==> config.mk <==
export PLATFORM = sky130hd
export DESIGN_NAME = mc_ctrl_fsm
export DESIGN_NICKNAME = d
export VERILOG_FILES = /design/src/rtl/mc_ctrl_fsm.sv
export SDC_FILE = /design/constraint.sdc
export NUM_CORES = 1
export LEC_CHECK = 0
export BUFFER_PORTS_ARGS = -buffer_cell sky130_fd_sc_hd__buf_2
export CAP_MARGIN = 10
export CELL_PAD_IN_SITES_DETAIL_PLACEMENT = 1
export CELL_PAD_IN_SITES_GLOBAL_PLACEMENT = 1
export CORE_AREA = 2 2 66 68
export CTS_BUF_LIST = sky130_fd_sc_hd__clkbuf_16
export CTS_CLUSTER_DIAMETER = 40
export CTS_CLUSTER_SIZE = 8
export DETAILED_ROUTE_END_ITERATION = 8
export DIE_AREA = 0 0 68 70
export GPL_TIMING_DRIVEN = 1
export PLACE_DENSITY = 0.92
export RECOVER_POWER = 100
export SLEW_MARGIN = 10
export SYNTH_ARGS = -nofsm -noshare
export SYNTH_HDL_FRONTEND = slang
export SYNTH_SLANG_ARGS = --single-unit
export TNS_END_PERCENT = 5
==> constraint.sdc <==
create_clock -name i_clk -period 3.95 [get_ports i_clk]
set_input_delay 0.79 -clock i_clk [delete_from_list [all_inputs] [get_ports i_clk]]
set_output_delay 0.79 -clock i_clk [all_outputs]
set_load 0.05 [all_outputs]
==> src/rtl/mc_ctrl_fsm.sv <==
// Multi-cycle fetch/decode/execute controller for the 16-bit CPU datapath.
// Handles BRAM wait states, stall freeze, halt, level interrupts and a retired-instruction count.
module mc_ctrl_fsm #(
    parameter int MEM_LAT  = 0,
    parameter int IRQ_EN   = 1,
    parameter int LINK_REG = 15,
    parameter int CNT_W    = 16
) (
    input  logic             i_clk,
    input  logic             i_reset,
    input  logic [2:0]       i_instr_type,
    input  logic             i_stall,
    input  logic             i_irq,
    output logic             o_pc_enable,
    output logic             o_ir_enable,
    output logic             o_r_enable,
    output logic             o_alu_bus_sel,
    output logic             o_reg_read,
    output logic             o_mem_we,
    output logic             o_flags_enable,
    output logic             o_link_en,
    output logic             o_dest_force,
    output logic             o_vec_load,
    output logic             o_irq_ack,
    output logic             o_halted,
    output logic [CNT_W-1:0] o_retired
);

    if (CNT_W < 1 || MEM_LAT < 0 || MEM_LAT > 3 || LINK_REG < 0 || LINK_REG > 15) begin : g_bad_param
        $error("mc_ctrl_fsm: parameter out of range");
    end

    localparam logic [1:0] LAT = 2'(MEM_LAT);

    localparam logic [11:0] C_PC  = 12'h001;
    localparam logic [11:0] C_IR  = 12'h002;
    localparam logic [11:0] C_RE  = 12'h004;
    localparam logic [11:0] C_ALU = 12'h008;
    localparam logic [11:0] C_RR  = 12'h010;
    localparam logic [11:0] C_WE  = 12'h020;
    localparam logic [11:0] C_FL  = 12'h040;
    localparam logic [11:0] C_LNK = 12'h080;
    localparam logic [11:0] C_DF  = 12'h100;
    localparam logic [11:0] C_VL  = 12'h200;
    localparam logic [11:0] C_ACK = 12'h400;
    localparam logic [11:0] C_HLT = 12'h800;

    typedef enum logic [3:0] {
        S_FETCH  = 4'd0,
        S_WAIT_F = 4'd1,
        S_LATCH  = 4'd2,
        S_DECODE = 4'd3,
        S_EXEC   = 4'd4,
        S_MADDR  = 4'd5,
        S_WAIT_M = 4'd6,
        S_LDWB   = 4'd7,
        S_STWR   = 4'd8,
        S_BRJ    = 4'd9,
        S_LINK   = 4'd10,
        S_HALT   = 4'd11,
        S_IRQ    = 4'd12
    } state_t;

    state_t           r_state;
    logic [1:0]       r_wcnt;
    logic [CNT_W-1:0] r_retired;
    logic [11:0]      r_ctrl;

    state_t           w_nxt;
    logic [1:0]       w_wcnt_nxt;
    logic             w_retire;
    logic             w_irq;
    logic             w_legal;
    logic [11:0]      w_ctrl;

    // Address stays on the register path through the load wait states.
    function automatic logic [11:0] f_dec(state_t s);
        logic [11:0] c;
        c = '0;
        case (s)
            S_LATCH:          c = C_IR;
            S_EXEC:           c = C_PC | C_RE | C_ALU | C_FL;
            S_MADDR, S_WAIT_M: c = C_RR;
            S_LDWB:           c = C_RR | C_RE | C_PC;
            S_STWR:           c = C_RR | C_WE | C_PC;
            S_BRJ:            c = C_PC;
            S_LINK:           c = C_LNK | C_RE | C_PC;
            S_HALT:           c = C_HLT;
            S_IRQ:            c = ((IRQ_EN != 0) ? C_ACK : 12'h000) | C_LNK | C_DF | C_RE | C_VL | C_PC;
            default:          c = '0;
        endcase
        return c;
    endfunction

    assign w_irq   = (IRQ_EN != 0) && i_irq;
    assign w_legal = (r_state <= S_IRQ);

    always_comb begin
        w_nxt      = r_state;
        w_wcnt_nxt = r_wcnt;
        w_retire   = 1'b0;
        case (r_state)
            S_FETCH: begin
                w_wcnt_nxt = LAT;
                w_nxt      = (LAT != 2'd0) ? S_WAIT_F : S_LATCH;
            end
            S_WAIT_F: begin
                w_wcnt_nxt = r_wcnt - 2'd1;
                if (r_wcnt <= 2'd1) w_nxt = S_LATCH;
            end
            S_LATCH:  w_nxt = S_DECODE;
            S_DECODE: begin
                case (i_instr_type)
                    3'd0, 3'd1: w_nxt = S_EXEC;
                    3'd2:       w_nxt = S_MADDR;
                    3'd3:       w_nxt = S_STWR;
                    3'd4, 3'd5: w_nxt = S_BRJ;
                    3'd6:       w_nxt = S_LINK;
                    default:    w_nxt = S_HALT;
                endcase
            end
            S_MADDR: begin
                w_wcnt_nxt = LAT;
                w_nxt      = (LAT != 2'd0) ? S_WAIT_M : S_LDWB;
            end
            S_WAIT_M: begin
                w_wcnt_nxt = r_wcnt - 2'd1;
                if (r_wcnt <= 2'd1) w_nxt = S_LDWB;
            end
            S_EXEC, S_LDWB, S_STWR, S_BRJ, S_LINK: begin
                w_retire = 1'b1;
                w_nxt    = w_irq ? S_IRQ : S_FETCH;
            end
            S_HALT:  if (w_irq) w_nxt = S_IRQ;
            S_IRQ:   w_nxt = S_FETCH;
            default: w_nxt = S_FETCH;
        endcase
        // Stall freezes everything, but an illegal encoding still recovers.
        if (i_stall && w_legal) begin
            w_nxt      = r_state;
            w_wcnt_nxt = r_wcnt;
            w_retire   = 1'b0;
        end
    end

    always_ff @(posedge i_clk or posedge i_reset) begin
        if (i_reset) begin
            r_state   <= S_FETCH;
            r_wcnt    <= 2'd0;
            r_retired <= '0;
            r_ctrl    <= '0;
        end else begin
            r_state <= w_nxt;
            r_wcnt  <= w_wcnt_nxt;
            r_ctrl  <= f_dec(w_nxt);
            if (w_retire) r_retired <= r_retired + CNT_W'(1);
        end
    end

    assign w_ctrl = i_stall ? 12'h000 : r_ctrl;

    assign o_pc_enable    = w_ctrl[0];
    assign o_ir_enable    = w_ctrl[1];
    assign o_r_enable     = w_ctrl[2];
    assign o_alu_bus_sel  = w_ctrl[3];
    assign o_reg_read     = w_ctrl[4];
    assign o_mem_we       = w_ctrl[5];
    assign o_flags_enable = w_ctrl[6];
    assign o_link_en      = w_ctrl[7];
    assign o_dest_force   = w_ctrl[8];
    assign o_vec_load     = w_ctrl[9];
    assign o_irq_ack      = w_ctrl[10];
    assign o_halted       = w_ctrl[11];
    assign o_retired      = r_retired;

endmodule

==> impl_metrics.py, run 1 <==
metrics = {
    "clocking": {
        "clkSinkCount": 31,
        "clockBufferDepth": 2,
        "worst_skew_pair.late_latency_ns": 0.28,
        "cts_buffers": 5,
        "cts_setup_buffers": 0,
        "clock_h_tree_levels": 2,
        "cts_root_buf": "sky130_fd_sc_hd__clkbuf_16",
        "clkTransAtPathRegs_ns": 0.05,
        "cts-resized-gates": 0,
        "hold_buffers": 0,
        "cts_tree": "yes",
    },
    "timing": {
        "maxSlewViolCount": 32,
        "setup_tns_ns": 0,
        "max_clock_freq_ghz": 0.324,
        "report.final.hold_viol_count": 0,
        "worst-slew-pin-transition_ns": 1.63,
        "slew_limit_headroom": -0.0852,
        "finalWorstPathRequiredPeriod_ns": 3.08,
        "timing.final.crit_share": 0.781,
        "fin_hold_ws_ns": 0.463,
        "rsz0062_at_grt": "false",
        "clock-skew-final_ns": 0.00430,
        "setup_viol": 0,
    },
    "die": {
        "core_um2": 4140,
        "fp-row-count": 24,
        "initial_utilization": 0.439,
        "io_pins": 35,
        "die_y_um": 70,
        "die-width_um": 68,
        "design.die.area_um2": 4760,
    },
    "setup_path": {
        "crit_type": "in -> reg",
        "worst_ep_required_time_ns": 4.11,
        "cp_slowest_cell": "sky130_fd_sc_hd__o32ai_1",
        "crit_path_max_incr_delay_ns": 1.21,
        "timing.critical_path.fanout_max": 25,
        "worst_setup_path_startpoint": "i_stall",
        "crit_path_cell_trace": "clkbuf_1 > o32ai_1 > a22oi_4 > inv_1 > o211ai_1 > o311ai_0",
        "worstPathArrival_ns": 3.24,
        "crit-reg2reg-capture": "r_ctrl[0]",
        "critical_path.reg2reg.startpoint": "r_state[2]",
        "r2r.worst_path.cells": 6,
        "critical_path.endpoint": "r_ctrl[0]",
        "setup.reg_to_reg.worst_slack_ns": 0.96,
        "crit_path_start_kind": "input port",
        "cp-end-kind": "register",
    },
    "yosys": {
        "yosys_register_bits": 31,
        "synth.net_count": 186,
        "synth_sequential_area_ratio": 0.426,
        "mappedNetlistArea_um2": 1820,
        "synthesis.instances": 174,
        "synth.lib_cells_used.distinct": 48,
        "ys.warnings.count": 0,
        "async_flop_share": 1.00,
        "synth_edf_count": 0,
        "synth_area_per_cell_um2": 10.5,
        "synthFlopType": "sky130_fd_sc_hd__dfrtp_1",
    },
    "grt": {
        "gr_layer_usage_met2": 0.387,
        "grt_start_max_net_pins": 32,
        "grt_first_pass_wirelength_mm": 7.84,
        "grt.busiest_layer": "met2",
        "aggregate_global_routing_overflow": 0,
        "initial_antenna_violation_count": 0,
        "number_of_global_route_vias_before_repair": 1582,
        "met1_usage": 0.259,
        "grt.total_usage": 0.222,
        "global_route.usage.met3": 0.0499,
    },
    "finish": {
        "num_antenna_cells": 0,
        "fin_area_um2": 2090,
        "layout-area-overhead-vs-synth_pct": 14.8,
        "fillerInstances": 495,
        "final_layout_size_suffix_gt1_frac": 0.0825,
        "core_util_final": 0.504,
        "final_net_count": 217,
    },
    "place": {
        "place.port_buffers": 34,
        "detailed_place.area_um2": 1990,
        "routabilityCongestion": 0.883,
        "hpwlAfterDp_mm": 3.00,
    },
    "routing": {
        "route.detailed.wl_per_inst_um": 18.5,
        "avgViaCountPerCell": 5.67,
        "vias": 1463,
        "drt_pre_antenna_iters": 4,
        "drt_drc_violations_left": 0,
        "route.final.wire_length_mm": 4.77,
        "initial_detailed_routing_violation_count": 90,
        "post_drt_antenna_nets": 0,
    },
    "power_and_ir_drop": {
        "p_leak_nw": 0.903,
        "ir_worst_vdd_mv": 0.391,
        "power.density_cell_area_nw_per_um2": 822,
        "total_power_w": 0.00172,
    },
    "outcome": {
        "violations": "capacitance limit, slew limit",
        "outcome": "finished, violations left",
    },
    "worst_hold_path": {
        "hold_path.startpoint": "o_retired[15]",
        "holdPathStages": 1,
        "min_path_type": "reg -> reg",
    },
    "job": {
        "maxCapViolations": 1,
    },
}
-- placed cells by master (no fill, tap or decap), drive strengths merged, types with 4 or more instances in the layout --
| cell type | netlist | final |
|---|---|---|
| buf | 9 | 5 |
| dfrtp | 31 | 31 |
| ha | 5 | 5 |
| o32ai | 4 | 4 |
| o21ai | 6 | 6 |
| inv | 10 | 10 |
| xnor2 | 14 | 14 |
| clkbuf | 2 | 35 |
| nand2 | 15 | 15 |
| nor2 | 7 | 7 |
| nor2b | 10 | 10 |
| nand3 | 9 | 9 |
| and3 | 4 | 4 |
-- kinds of logic (layout without fill, tap and decap cells) --
family	after synthesis	after routing	synth area share
buffers and inverters	21	53	0.0598
xor gates and xnor gates	17	17	0.0922
AOI/OAI and AO/OA	37	37	0.188
DFF	31	31	0.426
adders and majority gates	5	5	0.0344
muxes	1	1	0.00550
and+or+nand+nor	62	62	0.194
-- where the power goes --
part           leakage (nW)  internal (W)  switching [W]  total [W]
Clock                0.0812      0.000294       0.000136   0.000430
Combinational         0.414      0.000252       0.000487   0.000739
Sequential            0.408      0.000402       0.000145   0.000547
-- worst min path at each step --
| stage | endpoint | slack [ns] |
|---|---|---|
| floorplan | r_wcnt[1] | 0.48 |
| global placement | o_retired[15] | 0.45 |
| detailed placement | o_retired[15] | 0.46 |
| CTS | o_retired[15] | 0.47 |
| global route | o_retired[15] | 0.51 |
| finish | o_retired[15] | 0.46 |
-- worst max-delay path: cells and delay by family --
kind / cells / cell delay [ns]
buf+inv: 2 / 0.60
compound gates: 4 / 1.84
-- final cells by class --
cell class,instances,area (um^2),share of cell area
flip-flops and latches,31,776,0.371
clock buffers,5,125,0.0599
well taps,52,65.1,0.0312
multi-input cells,122,908,0.435
repair buffers,35,138,0.0659
clock inverters,3,38.8,0.0186
inverters,10,37.5,0.0180
-- Yosys cell counts, types with 3 or more instances --
cell                       count  area share
sky130_fd_sc_hd__o21ai_0       6       0.017
sky130_fd_sc_hd__o211ai_1      3       0.012
sky130_fd_sc_hd__inv_1        10       0.021
sky130_fd_sc_hd__o32ai_1       3       0.014
sky130_fd_sc_hd__buf_2         3      0.0083
sky130_fd_sc_hd__xnor2_1      14       0.067
sky130_fd_sc_hd__ha_1          5       0.034
sky130_fd_sc_hd__and3_1        4       0.014
sky130_fd_sc_hd__buf_4         5       0.021
sky130_fd_sc_hd__nand2_1      15       0.031
sky130_fd_sc_hd__dfrtp_1      31        0.43
sky130_fd_sc_hd__and4_1        3       0.014
sky130_fd_sc_hd__nand3_1       9       0.025
sky130_fd_sc_hd__nor2b_1      10       0.034
sky130_fd_sc_hd__nor3_1        3      0.0083
sky130_fd_sc_hd__nor2_1        7       0.014
sky130_fd_sc_hd__nand2b_1      3       0.010
-- stage by stage --
| step | cells | setup slack, ns |
|---|---|---|
| detailed placement | 250 | 1.31 |
| global route | 258 | 0.689 |
| CTS | 258 | 1.34 |
| finish | 258 | 0.866 |
| global placement | 250 | 1.41 |
| floorplan | 174 | 0.906 |
-- registers in the layout, indices dropped and copies added, names as in the netlist --
name and flops:
o_retired 16, r_ctrl 9, r_state 4, r_wcnt 2
-- metal layers --
| metal | vias to the layer above | routed length (um) |
|---|---|---|
| met3 | 11 | 187 |
| li1 | 683 | - |
| met4 | 0 | 78 |
| met1 | 736 | 1960 |
| met2 | 33 | 2540 |
| met5 | - | 0 |
Power figures use the tool's default switching activity.
==> run 2, diff against run 1 <==
--- a/config.mk
+++ b/config.mk
@@ -9,14 +9,14 @@
 export CAP_MARGIN = 10
 export CELL_PAD_IN_SITES_DETAIL_PLACEMENT = 1
 export CELL_PAD_IN_SITES_GLOBAL_PLACEMENT = 1
-export CORE_AREA = 2 2 66 68
+export CORE_AREA = 2 2 69 71
 export CTS_BUF_LIST = sky130_fd_sc_hd__clkbuf_16
 export CTS_CLUSTER_DIAMETER = 40
 export CTS_CLUSTER_SIZE = 8
 export DETAILED_ROUTE_END_ITERATION = 8
-export DIE_AREA = 0 0 68 70
+export DIE_AREA = 0 0 71 73
 export GPL_TIMING_DRIVEN = 1
-export PLACE_DENSITY = 0.92
+export PLACE_DENSITY = 0.86
 export RECOVER_POWER = 100
 export SLEW_MARGIN = 10
 export SYNTH_ARGS = -nofsm -noshare
==> constraint.sdc (replaced) <==
create_clock -name i_clk -period 3.2 [get_ports i_clk]
set_input_delay 0.64 -clock i_clk [delete_from_list [all_inputs] [get_ports i_clk]]
set_output_delay 0.64 -clock i_clk [all_outputs]
set_load 0.05 [all_outputs]
==> run 2 against run 1 <==
Against the previous run:
- the flow still finishes with violations (capacitance limit, slew limit)
- highest routed layer unchanged
- clock skew is 0.0014 ns lower
- routed wire length is 9.2% lower
- die area is 8.9% higher
- sequential power is 19% higher
- worst hold slack better by 0.012 ns
- first-iteration DRC count is 26% lower
- setup slack worse by 0.45 ns
- clock-buffer cell count stayed put
- critical endpoint unchanged
- sequential cell count stayed put
- non-clock buffer count is 1 higher
- design area is 0.72% higher
- sequential share of layout area is 0.27 points lower
==> impl_metrics.py, run 2 (same netlist as run 1, synthesis figures left out) <==
metrics = {
    "timing": {
        "slew_limit_headroom": -0.114,
        "report.final.hold_viol_count": 0,
        "max_clock_freq_ghz": 0.359,
        "timing.final.crit_share": 0.870,
        "setup_viol": 0,
        "worst-slew-pin-transition_ns": 1.67,
        "rsz0062_at_grt": "false",
        "clock-skew-final_ns": 0.00292,
        "maxSlewViolCount": 32,
        "finalWorstPathRequiredPeriod_ns": 2.78,
        "setup_tns_ns": 0,
    },
    "die": {
        "die-width_um": 71,
        "fp-row-count": 25,
        "io_pins": 35,
        "core_um2": 4540,
        "die_y_um": 73,
        "design.die.area_um2": 5180,
        "initial_utilization": 0.401,
    },
    "grt": {
        "grt.total_usage": 0.179,
        "grt_first_pass_wirelength_mm": 7.27,
        "initial_antenna_violation_count": 0,
        "number_of_global_route_vias_before_repair": 1524,
        "grt_start_max_net_pins": 32,
        "aggregate_global_routing_overflow": 0,
    },
    "power_and_ir_drop": {
        "power.density_cell_area_nw_per_um2": 1000,
        "total_power_w": 0.00211,
        "p_leak_nw": 0.911,
        "ir_worst_vdd_mv": 0.365,
    },
    "clocking": {
        "cts_setup_buffers": 0,
        "cts_tree": "yes",
        "cts_buffers": 5,
        "clockBufferDepth": 2,
        "clkTransAtPathRegs_ns": 0.05,
        "clock_h_tree_levels": 2,
        "cts-resized-gates": 0,
        "clkSinkCount": 31,
        "hold_buffers": 0,
        "worst_skew_pair.late_latency_ns": 0.27,
        "cts_root_buf": "sky130_fd_sc_hd__clkbuf_16",
    },
    "place": {
        "dp.cells": 253,
        "routabilityCongestion": 0.821,
        "place.port_buffers": 34,
        "hpwlAfterDp_mm": 2.94,
    },
    "finish": {
        "fin_cells": 261,
        "final_net_count": 218,
        "layout_common_cells": "31 x sky130_fd_sc_hd__dfrtp_1, 29 x sky130_fd_sc_hd__clkbuf_1, 15 x sky130_fd_sc_hd__nand2_1, 14 x sky130_fd_sc_hd__xnor2_1",
        "core_util_final": 0.464,
        "num_antenna_cells": 0,
        "flip_flop_count_of_the_largest_register_after_layout": 16,
        "layout-area-overhead-vs-synth_pct": 15.6,
        "final_layout_size_suffix_gt1_frac": 0.0918,
        "layout_commonest_cell": "sky130_fd_sc_hd__dfrtp_1",
        "fillerInstances": 531,
    },
    "setup_path": {
        "cp-end-kind": "register",
        "crit_type": "in -> reg",
        "crit_path_start_kind": "input port",
        "worstPathArrival_ns": 2.93,
        "worst_ep_required_time_ns": 3.34,
        "timing.critical_path.fanout_max": 25,
    },
    "job": {
        "maxCapViolations": 1,
    },
    "outcome": {
        "violations": "capacitance limit, slew limit",
        "outcome": "finished, violations left",
    },
    "routing": {
        "avgViaCountPerCell": 5.66,
        "initial_detailed_routing_violation_count": 67,
        "route.final.wire_length_mm": 4.33,
        "drt_drc_violations_left": 0,
        "drt_pre_antenna_iters": 4,
        "post_drt_antenna_nets": 0,
        "route.detailed.wl_per_inst_um": 16.6,
        "vias": 1478,
    },
    "worst_hold_path": {
        "min_path_type": "reg -> reg",
    },
}
[run 2: changes by cell type in the layout (fill, tap and decap cells not counted)]
cell,change
sky130_fd_sc_hd__and2_0,+1
sky130_fd_sc_hd__and2_1,-1
sky130_fd_sc_hd__buf_2,+1
sky130_fd_sc_hd__buf_4,+1
sky130_fd_sc_hd__clkbuf_1,-1
sky130_fd_sc_hd__nor4b_1,+1
sky130_fd_sc_hd__nor4b_4,-1
sky130_fd_sc_hd__o32ai_1,-1
sky130_fd_sc_hd__o32ai_4,+1
[run 2: metrics by stage]
stage	hold WS [ns]	setup WS (ns)	area (um^2)
after floorplan	0.478	0.456	1820
after global placement	0.456	0.818	2000
after detailed placement	0.469	0.703	2000
after CTS	0.467	0.688	2160
after global routing	0.501	0.311	2100
final	0.475	0.416	2100
[run 2: path summary, 6_finish.rpt]
kind / startpoint / end / slack, ns / cells after the start
setup / recovery: i_stall / r_ctrl[0] / 0.42 / 7
hold / removal: o_retired[15] / o_retired[15] / 0.47 / 1
setup reg to reg: r_state[2] / r_ctrl[4] / 0.65 / 8
hold reg to reg: o_retired[15] / o_retired[15] / 0.47 / 1
max in group asynchronous: i_reset / r_state[0] / 1.28 / 3
min in group asynchronous: i_reset / o_retired[9] / 0.95 / 3
[run 2: area by class of cell]
| class | instances | area [um^2] | area share |
|---|---|---|---|
| Sequential cell | 31 | 776 | 0.369 |
| Inverter | 10 | 37.5 | 0.0178 |
| Clock buffer | 5 | 125 | 0.0595 |
| Tap cell | 54 | 67.6 | 0.0321 |
| Clock inverter | 3 | 38.8 | 0.0184 |
| Multi-Input combinational cell | 122 | 912 | 0.434 |
| Timing Repair Buffer | 36 | 146 | 0.0696 |
[run 2: power breakdown]
part / internal (W) / switching, W / total (W)
Combinational: 0.000317 / 0.000611 / 0.000928
Clock: 0.000362 / 0.000164 / 0.000526
Sequential: 0.000496 / 0.000156 / 0.000653
Total: 0.00118 / 0.000931 / 0.00211
[run 2: worst max-delay path: stages]
cell and delay (ns):
sky130_fd_sc_hd__clkbuf_1 0.80, sky130_fd_sc_hd__a31oi_1 0.17, sky130_fd_sc_hd__o32ai_1 0.65, sky130_fd_sc_hd__ha_1 0.36
sky130_fd_sc_hd__inv_1 0.05, sky130_fd_sc_hd__o211ai_1 0.11, sky130_fd_sc_hd__o311ai_0 0.13
[run 2: routing by layer]
| metal | track usage | part of all wire | vias up |
|---|---|---|---|
| met3 | 0.0373 | 0.036 | 6 |
| li1 | - | - | 685 |
| met4 | 0.0482 | 0.0095 | 0 |
| met5 | 0 | 0 | - |
| met2 | 0.326 | 0.53 | 37 |
| met1 | 0.216 | 0.43 | 750 |
==> run 3, diff against run 2 <==
--- a/config.mk
+++ b/config.mk
@@ -9,14 +9,13 @@
 export CAP_MARGIN = 10
 export CELL_PAD_IN_SITES_DETAIL_PLACEMENT = 1
 export CELL_PAD_IN_SITES_GLOBAL_PLACEMENT = 1
-export CORE_AREA = 2 2 69 71
-export CTS_BUF_LIST = sky130_fd_sc_hd__clkbuf_16
-export CTS_CLUSTER_DIAMETER = 40
+export CORE_AREA = 2 2 68 70
+export CTS_BUF_LIST = sky130_fd_sc_hd__clkbuf_8
 export CTS_CLUSTER_SIZE = 8
 export DETAILED_ROUTE_END_ITERATION = 8
-export DIE_AREA = 0 0 71 73
+export DIE_AREA = 0 0 70 72
 export GPL_TIMING_DRIVEN = 1
-export PLACE_DENSITY = 0.86
+export PLACE_DENSITY = 0.88
 export RECOVER_POWER = 100
 export SLEW_MARGIN = 10
 export SYNTH_ARGS = -nofsm -noshare
==> run 3 against run 2 <==
Against the previous run:
- total power is 7.6% lower
- first-iteration DRC count is 31% higher
- the flow still finishes with violations (capacitance limit, slew limit)
- non-clock buffer count is 1 lower
- critical path depth is 1 higher
- register-to-register slack worse by 0.14 ns
- combinational power is 5.6% lower
- clock skew is 0.0022 ns higher
- worst hold slack better by 0.0059 ns
- sequential power is 0.9% higher
- highest routed layer unchanged
- core utilization is 1.2 points higher
- setup slack better by 0.090 ns
- routed wire length is 1.8% higher
==> impl_metrics.py, run 3 (same netlist as run 1, synthesis figures left out) <==
metrics = {
    "setup_path": {
        "timing.critical_path.fanout_max": 18,
        "worstPathArrival_ns": 2.87,
        "crit_path_start_kind": "register",
        "setup.reg_to_reg.worst_slack_ns": 0.51,
        "r2r.worst_path.cells": 8,
        "cp-end-kind": "register",
        "crit-reg2reg-capture": "r_ctrl[0]",
        "worst_ep_required_time_ns": 3.38,
        "crit_type": "reg -> reg",
        "critical_path.reg2reg.startpoint": "r_state[1]",
    },
    "worst_hold_path": {
        "hold_path.startpoint": "o_retired[15]",
        "min_path_type": "reg -> reg",
        "holdPathStages": 1,
        "worst_hold_endpoint": "o_retired[15]",
    },
    "grt": {
        "number_of_global_route_vias_before_repair": 1549,
        "met1_usage": 0.232,
        "grt_start_max_net_pins": 32,
        "grt.busiest_layer": "met2",
        "grt_first_pass_wirelength_mm": 7.65,
        "global_route.usage.met3": 0.0444,
        "grt.total_usage": 0.195,
        "gr_layer_usage_met2": 0.334,
        "initial_antenna_violation_count": 0,
        "aggregate_global_routing_overflow": 0,
    },
    "timing": {
        "setup_viol": 0,
        "timing.final.crit_share": 0.842,
        "max_clock_freq_ghz": 0.371,
        "worst-slew-pin-transition_ns": 1.65,
        "clock-skew-final_ns": 0.00517,
        "finalWorstPathRequiredPeriod_ns": 2.69,
        "rsz0062_at_grt": "false",
        "slew_limit_headroom": -0.103,
        "setup_tns_ns": 0,
        "report.final.hold_viol_count": 0,
        "maxSlewViolCount": 32,
    },
    "die": {
        "die_y_um": 72,
        "design.die.area_um2": 5040,
        "die-width_um": 70,
        "core_um2": 4260,
        "fp-row-count": 24,
        "initial_utilization": 0.427,
        "io_pins": 35,
    },
    "routing": {
        "drt_drc_violations_left": 0,
        "post_drt_antenna_nets": 0,
        "vias": 1440,
        "route.detailed.wl_per_inst_um": 17.1,
        "avgViaCountPerCell": 5.58,
        "route.final.wire_length_mm": 4.41,
        "drt_pre_antenna_iters": 4,
        "initial_detailed_routing_violation_count": 88,
    },
    "clocking": {
        "clkSinkCount": 31,
        "cts_tree": "yes",
        "cts_root_buf": "sky130_fd_sc_hd__clkbuf_8",
        "cts_setup_buffers": 0,
        "worst_skew_pair.late_latency_ns": 0.29,
        "cts-resized-gates": 0,
        "clkTransAtPathRegs_ns": 0.07,
        "hold_buffers": 0,
        "cts_buffers": 5,
        "clock_h_tree_levels": 2,
        "clockBufferDepth": 2,
    },
    "power_and_ir_drop": {
        "p_leak_nw": 0.883,
        "ir_worst_vdd_mv": 0.312,
        "power.density_cell_area_nw_per_um2": 960,
        "total_power_w": 0.00195,
    },
    "place": {
        "place.port_buffers": 34,
        "hpwlAfterDp_mm": 2.98,
        "routabilityCongestion": 0.816,
    },
    "finish": {
        "flip_flop_count_of_the_largest_register_after_layout": 16,
        "layout_common_cells": "31 x sky130_fd_sc_hd__dfrtp_1, 29 x sky130_fd_sc_hd__clkbuf_1, 15 x sky130_fd_sc_hd__nand2_1, 14 x sky130_fd_sc_hd__xnor2_1",
        "num_antenna_cells": 0,
        "layout_commonest_cell": "sky130_fd_sc_hd__dfrtp_1",
        "final_layout_size_suffix_gt1_frac": 0.0874,
        "layout-area-overhead-vs-synth_pct": 11.5,
        "final_net_count": 217,
        "fillerInstances": 511,
    },
    "outcome": {
        "outcome": "finished, violations left",
        "violations": "capacitance limit, slew limit",
    },
    "job": {
        "maxCapViolations": 1,
    },
}
run 3: changes by cell type in the layout (fill, tap and decap cells not counted):
cell,change
sky130_fd_sc_hd__xor2_4,-1
sky130_fd_sc_hd__clkinv_1,-1
sky130_fd_sc_hd__buf_4,-1
sky130_fd_sc_hd__clkbuf_8,+6
sky130_fd_sc_hd__xor2_1,+1
sky130_fd_sc_hd__clkbuf_16,-5
run 3: per-layer routing:
metal  vias to the layer above  share of wire
li1                        685              -
met1                       711           0.43
met2                        32           0.51
met3                        12          0.038
met4                         0          0.026
met5                         -              0
run 3: report_power, final:
group,switching [W],internal (W),total (W)
clock network,0.000160,0.000252,0.000412
logic,0.000579,0.000297,0.000876
registers,0.000163,0.000496,0.000659
total,0.000902,0.00104,0.00195
run 3: worst max-delay path by stage:
stage,startpoint,endpoint,slack (ns),cells after the start
3_5_place_dp,i_stall,r_ctrl[7],0.76,7
5_1_grt,r_state[1],r_ctrl[0],0.31,8
4_1_cts,r_state[0],r_ctrl[7],0.74,8
3_3_place_gp,i_stall,o_retired[15],0.78,6
6_report,r_state[1],r_ctrl[0],0.51,8
2_1_floorplan,i_stall,o_irq_ack,0.46,4
run 3: critical path, cell delays in order (launching register included):
cell and delay (ns):
sky130_fd_sc_hd__dfrtp_1 0.71, sky130_fd_sc_hd__xor2_1 0.57, sky130_fd_sc_hd__nor2_1 0.10, sky130_fd_sc_hd__o31a_1 0.29
sky130_fd_sc_hd__o32ai_1 0.30, sky130_fd_sc_hd__ha_1 0.34, sky130_fd_sc_hd__inv_1 0.05, sky130_fd_sc_hd__o211ai_1 0.10
sky130_fd_sc_hd__o311ai_0 0.11
run 3: cell type report:
| type | instances | area [um^2] | area share |
|---|---|---|---|
| multi-input cells | 122 | 893 | 0.440 |
| inverters | 10 | 37.5 | 0.0185 |
| well taps | 52 | 65.1 | 0.0321 |
| flip-flops and latches | 31 | 776 | 0.382 |
| clock buffers | 6 | 82.6 | 0.0407 |
| clock inverters | 2 | 35.0 | 0.0173 |
| repair buffers | 35 | 139 | 0.0685 |
run 3: stage by stage:
stage | cells | cell area [um^2] | utilization | hold WS [ns] | setup slack (ns)
after global routing | 258 | 2030 | 0.476 | 0.528 | 0.309
after CTS | 258 | 2110 | 0.494 | 0.440 | 0.743
after floorplan | 174 | 1820 | - | 0.478 | 0.456
after global placement | 250 | 1990 | 0.467 | 0.456 | 0.779
final | 258 | 2030 | 0.476 | 0.481 | 0.506
after detailed placement | 250 | 1990 | 0.467 | 0.475 | 0.758
